$ cat config.mk
export PLATFORM = sky130hd
export DESIGN_NAME = baud_rate_controller
export DESIGN_NICKNAME = d
export VERILOG_FILES = /design/src/rtl/baud_rate_controller_pkg.sv /design/src/rtl/baud_rate_controller_baud_tick_gen.sv /design/src/rtl/baud_rate_controller.sv
export SDC_FILE = /design/constraint.sdc
export NUM_CORES = 1
export LEC_CHECK = 0
export CAP_MARGIN = 20
export CORE_MARGIN = 5
export CORE_UTILIZATION = 45
export DETAILED_ROUTE_END_ITERATION = 6
export SETUP_SLACK_MARGIN = 0.4
export SYNTH_ARGS = -nofsm -noshare
export SYNTH_HDL_FRONTEND = slang
export SYNTH_SLANG_ARGS = --single-unit
$ cat constraint.sdc
create_clock -name clk_in -period 7 [get_ports clk_in]
set_input_delay 1.05 -clock clk_in [delete_from_list [all_inputs] [get_ports clk_in]]
set_output_delay 1.05 -clock clk_in [all_outputs]
set_load 0.05 [all_outputs]
$ cat src/rtl/baud_rate_controller_pkg.sv
//------------------------------------------------------------------------------
// Module  : uart_cfg_pkg
// Brief   : Rate codes, controller states and divider tables for UART baud timing
// Revision: 1.0
//------------------------------------------------------------------------------
`default_nettype none

package uart_cfg_pkg;

  typedef enum logic [1:0] {
    B4800   = 2'b00,
    B9600   = 2'b01,
    B115200 = 2'b10,
    BDEBUG  = 2'b11
  } baud_sel_e;

  typedef enum logic [1:0] {
    RUN    = 2'd0,
    PEND   = 2'd1,
    RELOAD = 2'd2
  } ctrl_state_e;

  localparam int unsigned c_baud_rate [4] = '{4800, 9600, 115200, 1};

  // Reference divisors for the 100 MHz / 16x build
  localparam int unsigned OS_DIV [4] = '{1302, 651, 54, 6_250_000};

  function automatic int unsigned calc_os_div(input int unsigned clk_freq,
                                              input int unsigned oversample,
                                              input int unsigned idx);
    return clk_freq / (c_baud_rate[idx] * oversample);
  endfunction

endpackage

`default_nettype wire

$ cat src/rtl/baud_rate_controller_baud_tick_gen.sv
//------------------------------------------------------------------------------
// Module  : baud_tick_gen
// Brief   : Reloadable oversample divider producing os_tick and baud_tick enables
// Revision: 1.0
//------------------------------------------------------------------------------
`default_nettype none

module baud_tick_gen #(
  parameter int unsigned CNT_W      = 23,
  parameter int unsigned OVERSAMPLE = 16
) (
  input  logic             clk_in,
  input  logic             reset,
  input  logic             enable,
  input  logic             load,
  input  logic [CNT_W-1:0] div_m1,
  output logic             os_tick,
  output logic             baud_tick
);

  localparam int unsigned c_idx_w = $clog2(OVERSAMPLE);
  localparam logic [c_idx_w-1:0] c_idx_last = c_idx_w'(OVERSAMPLE - 1);

  logic [CNT_W-1:0]   r_os_cnt;
  logic [c_idx_w-1:0] r_os_idx;
  logic               r_os_tick;
  logic               r_baud_tick;
  logic               w_wrap;

  assign w_wrap = (r_os_cnt == div_m1);

  always_ff @(posedge clk_in or posedge reset) begin
    if (reset) begin
      r_os_cnt    <= '0;
      r_os_idx    <= '0;
      r_os_tick   <= 1'b0;
      r_baud_tick <= 1'b0;
    end else if (!enable || load) begin
      r_os_cnt    <= '0;
      r_os_idx    <= '0;
      r_os_tick   <= 1'b0;
      r_baud_tick <= 1'b0;
    end else begin
      r_os_tick   <= w_wrap;
      r_baud_tick <= w_wrap && (r_os_idx == c_idx_last);
      if (w_wrap) begin
        r_os_cnt <= '0;
        r_os_idx <= r_os_idx + c_idx_w'(1);
      end else begin
        r_os_cnt <= r_os_cnt + CNT_W'(1);
      end
    end
  end

  // A tick registered just before a reload is swallowed so the reload cycle stays quiet
  assign os_tick   = r_os_tick && !load;
  assign baud_tick = r_baud_tick && !load;

endmodule

`default_nettype wire

$ cat src/rtl/baud_rate_controller.sv
//------------------------------------------------------------------------------
// Module  : baud_rate_controller
// Brief   : UART baud timing with req/ack rate switching applied only while idle
// Revision: 1.0
//------------------------------------------------------------------------------
`default_nettype none

module baud_rate_controller
  import uart_cfg_pkg::*;
#(
  parameter int unsigned CLK_FREQ    = 100_000_000,
  parameter int unsigned OVERSAMPLE  = 16,
  parameter int unsigned CNT_W       = 23,
  parameter logic [1:0]  DEFAULT_SEL = 2'b01
) (
  input  logic       clk_in,
  input  logic       reset,
  input  logic       enable,
  input  logic [1:0] cfg_sel,
  input  logic       cfg_req,
  output logic       cfg_ack,
  input  logic       uart_busy,
  output logic       os_tick,
  output logic       baud_tick,
  output logic [1:0] active_sel,
  output logic       switching
);

  localparam int unsigned c_os_div [4] = '{
    calc_os_div(CLK_FREQ, OVERSAMPLE, 0),
    calc_os_div(CLK_FREQ, OVERSAMPLE, 1),
    calc_os_div(CLK_FREQ, OVERSAMPLE, 2),
    calc_os_div(CLK_FREQ, OVERSAMPLE, 3)
  };

  ctrl_state_e r_state, w_state_nxt;
  baud_sel_e   r_active_sel, w_active_nxt;
  baud_sel_e   r_pend_sel, w_pend_nxt;
  baud_sel_e   w_req_sel;
  logic        r_ack, w_ack_nxt;
  logic        w_reload;
  int unsigned w_div_full;
  logic [CNT_W-1:0] w_div_m1;

  assign w_req_sel = baud_sel_e'(cfg_sel);
  assign w_reload  = (r_state == RELOAD);

  always_ff @(posedge clk_in or posedge reset) begin
    if (reset) begin
      r_state      <= RUN;
      r_active_sel <= baud_sel_e'(DEFAULT_SEL);
      r_pend_sel   <= baud_sel_e'(DEFAULT_SEL);
      r_ack        <= 1'b0;
    end else begin
      r_state      <= w_state_nxt;
      r_active_sel <= w_active_nxt;
      r_pend_sel   <= w_pend_nxt;
      r_ack        <= w_ack_nxt;
    end
  end

  // The ack for a real switch is registered on entry to RELOAD, so it is visible during RELOAD
  always_comb begin
    w_state_nxt  = r_state;
    w_active_nxt = r_active_sel;
    w_pend_nxt   = r_pend_sel;
    w_ack_nxt    = 1'b0;
    case (r_state)
      RUN: begin
        if (cfg_req) begin
          if (w_req_sel == r_active_sel) begin
            w_ack_nxt = 1'b1;
          end else begin
            w_pend_nxt  = w_req_sel;
            w_state_nxt = PEND;
          end
        end
      end
      PEND: begin
        if (cfg_req) begin
          w_pend_nxt = w_req_sel;
        end
        if (!uart_busy) begin
          w_state_nxt = RELOAD;
          w_ack_nxt   = 1'b1;
        end
      end
      RELOAD: begin
        w_active_nxt = r_pend_sel;
        if (cfg_req && (w_req_sel != r_pend_sel)) begin
          w_pend_nxt  = w_req_sel;
          w_state_nxt = PEND;
        end else begin
          w_state_nxt = RUN;
        end
      end
      default: w_state_nxt = RUN;
    endcase
  end

  assign w_div_full = c_os_div[r_active_sel];
  assign w_div_m1   = CNT_W'(w_div_full - 1);

  baud_tick_gen #(
    .CNT_W      (CNT_W),
    .OVERSAMPLE (OVERSAMPLE)
  ) u_tick_gen (
    .clk_in    (clk_in),
    .reset     (reset),
    .enable    (enable),
    .load      (w_reload),
    .div_m1    (w_div_m1),
    .os_tick   (os_tick),
    .baud_tick (baud_tick)
  );

  assign cfg_ack    = r_ack;
  assign active_sel = r_active_sel;
  assign switching  = (r_state != RUN);

endmodule

`default_nettype wire

==> reports/results.tsv <==
stage	metric	value	unit
status	status	finished clean	
routing	Post-DRT Antenna Nets	0	
synth	Commonest cells post-synth	dfrtp_1 (34), nor2_1 (27), xor2_1 (24)	
power	Static Leak	0.979	nW
routing	DR top layer	met4	
run	max_cap viols	0	
clocking	clock transition at the registers of the reported paths	0.07	ns
routing	Via density	5.35	
routing	Post-Route WL	3.73	mm
synth	Adder-Cell Fraction of Synth Area	0.0450	
sta	Slew Limit Headroom	0.317	
sta	Max Clock Skew	0.00811	ns
setup_path	Crit. End Element	primary output	
global_routing	initial antenna violation count	0	
synth	yosys warns	0	
sta	Final TNS setup	0	ns
routing	WL/cell	14.5	µm
synth	synth top area cells	dfrtp_1 (44%), xor2_1 (11%), nor2_1 (5.2%)	
synth	sequential share of the synthesized area	0.464	
finish	Multi-input gate area	995	µm²
sta	final worst slack	4.00	ns
synth	Mapped Area	1950	µm²
power	peak supply drop	235	µV
clocking	Max clock buf depth	2	
routing	vias	1380	
power	pwr/cell area	291	nW/µm²
global_routing	total track usage	0.148	
routing	met3 WL	142	µm
synth	Syn Nets	205	
global_routing	pin count of the biggest net entering global routing	37	
floorplanning	row count	24	
routing	residual DRC count	0	
sta	setup violators final	0	
floorplanning	DIE AREA	5740	µm²
placed_design	GPL Wtd Cong	0.763	
setup_path	worst-path fanout max	6	
setup_path	Critical Path RT	5.95	ns
clocking	hold bufs inserted after CTS	0	
synth	Synth Area in Compound Gates	0.0521	
clocking	worst-skew pair later-pin latency	0.29	ns
clocking	post-CTS setup buffers	0	
global_routing	number of global-route vias before repair	1368	
placed_design	Placement Setup Slack	4.12	ns
global_routing	first-pass GRT wire length	6.31	mm
sta	fin crit share	0.428	
sta	final hold vios	0	
synth	per-instance average area after synthesis	10.2	µm²
synth	mux contribution to synthesized area	0.0283	
sta	Final Slew Violations	0	
finish	Core Util, Final	0.517	
synth	Synth cell types	40	
floorplanning	Die Span X	75.8	µm
routing	DRT iter0 DRCs	51	
clocking	CTS buffer count	5	
synth	xor and xnor area share after synthesis	0.144	
floorplanning	Core Area	4260	µm²
min_path	worst hold path class	flop to flop	
finish	fin cells	258	
finish	Area Overhead vs Synth	13.4	%
synth	EDFF count, synth	0	
synth	dominant cell type by area after synthesis	dfrtp_1	
sta	Slew @ Worst Pin	1.01	ns
placed_design	port buffer count	12	
clocking	clk root buf	clkbuf_8	
routing	met1 WL	1.77	mm
setup_path	Arrival @ worst endpoint	1.95	ns
floorplanning	Starting Density	0.456	
finish	register area	903	µm²
clocking	H-Tree Depth	2	
floorplanning	I/O pin count	13	
finish	filler cell count	390	
clocking	clock sink total	36	
floorplanning	Die Ht	75.8	µm
synth	simple-gate share of the synthesized area	0.242	
setup_path	CP Class	flop to primary output	
finish	nets	219	
synth	Cells after Synth	191	
sta	fmax	0.334	GHz
synth	most used standard cell by instance count after synthesis	dfrtp_1	
placed_design	detailed placement HPWL	2.68	mm
synth	Main synth FF type	dfrtp_1	
synth	number of synthesized register bits	36	
finish	# diodes	0	
synth	Yosys top cell area share	0.437	
synth	largest family of logic cells by synthesized area	simple AND/OR/NAND/NOR gates	
setup_path	crit start category	flop	
global_routing	GR Overflow Total	0	
routing	Met2 Wirelength	1.78	mm
finish	layout cells sized above 1	0.107	
clocking	cts repair resizes	0	
sta	worst hold slack	0.556	ns
clocking	CTS tree	yes	
placed_design	Placed Cells	250	
sta	RSZ-0062 raised after global routing	false	
routing	Detailed Routing Iterations Pass 1	4	
sta	Final min period	3.00	ns
synth	ys async rst share	1.00	
placed cells by master (no fill, tap or decap), types with 2 or more instances in the layout:
cell type / n
dfrtp_1: 34
nor2_1: 27
xor2_1: 24
nand3_1: 13
clkdlybuf4s50_1: 12
xnor2_1: 8
nand4_1: 7
ha_1: 7
inv_1: 6
clkbuf_8: 6
nand2_1: 5
or3_1: 4
o21ai_0: 4
mux2_2: 4
a21boi_0: 3
nand3b_1: 3
and4_1: 3
nor3_1: 3
and3_1: 3
nand2b_1: 2
or4_1: 2
nor3b_1: 2
and2_1: 2
a21oi_1: 2
dfstp_2: 2
clkinv_2: 2
critical path, stage by stage, from the launching register on:
cell             delay [ns]
dfrtp_1                0.41
nand2b_1               0.28
and2_1                 0.17
clkdlybuf4s50_1        0.80
path summary, 6_finish.rpt:
kind | slack, ns | startpoint | cells past startpoint | to
min reg2reg | 0.56 | r_state[1] | 1 | r_state[1]
max | 4.00 | r_state[0] | 3 | baud_tick
min | 0.56 | r_state[1] | 1 | r_state[1]
max in group asynchronous | 5.51 | reset | 3 | r_pend_sel[0]
min in group asynchronous | 1.16 | reset | 3 | u_tick_gen.r_baud_tick
max reg2reg | 4.11 | active_sel[0] | 6 | u_tick_gen.r_os_cnt[12]
report_power, final:
group	leakage [nW]	internal, mW	switching [mW]
combinational	0.442	0.0963	0.124
sequential	0.486	0.236	0.0327
clock	0.0510	0.0785	0.0738
metal layers:
metal / up-vias / track usage
met2: 19 / 0.217
met4: 0 / 0.0602
met1: 669 / 0.198
met5: - / 0
met3: 4 / 0.0515
li1: 688 / -
flip-flops by register name, indices dropped and copies added (netlist names):
register and count:
u_tick_gen.r_os_tick 1, u_tick_gen.r_os_idx 4, active_sel 2, cfg_ack 1, u_tick_gen.r_baud_tick 1, r_state 2, u_tick_gen.r_os_cnt 23, r_pend_sel 2
cells by family after synthesis:
kind of cell               after synthesis
adders and majority gates                7
AOI/OAI and AO/OA                       14
xor gates and xnor gates                32
DFF                                     36
muxes                                    5
and+or+nand+nor                         85
buffers and inverters                   12
per-stage QoR:
step	area (µm²)	power, mW
final	2210	0.641
after global routing	2210	0.684
after CTS	2210	0.649
after detailed placement	2110	0.494
after global placement	2110	0.486
after floorplan	1950	0.434
final cells by class:
class | instances | area share
clock buffers | 6 | 0.0374
clock inverters | 2 | 0.00454
inverters | 6 | 0.0102
multi-input cells | 143 | 0.451
flip-flops and latches | 36 | 0.410
well taps | 52 | 0.0295
repair buffers | 13 | 0.0579
(Power assumes the default switching activity.)
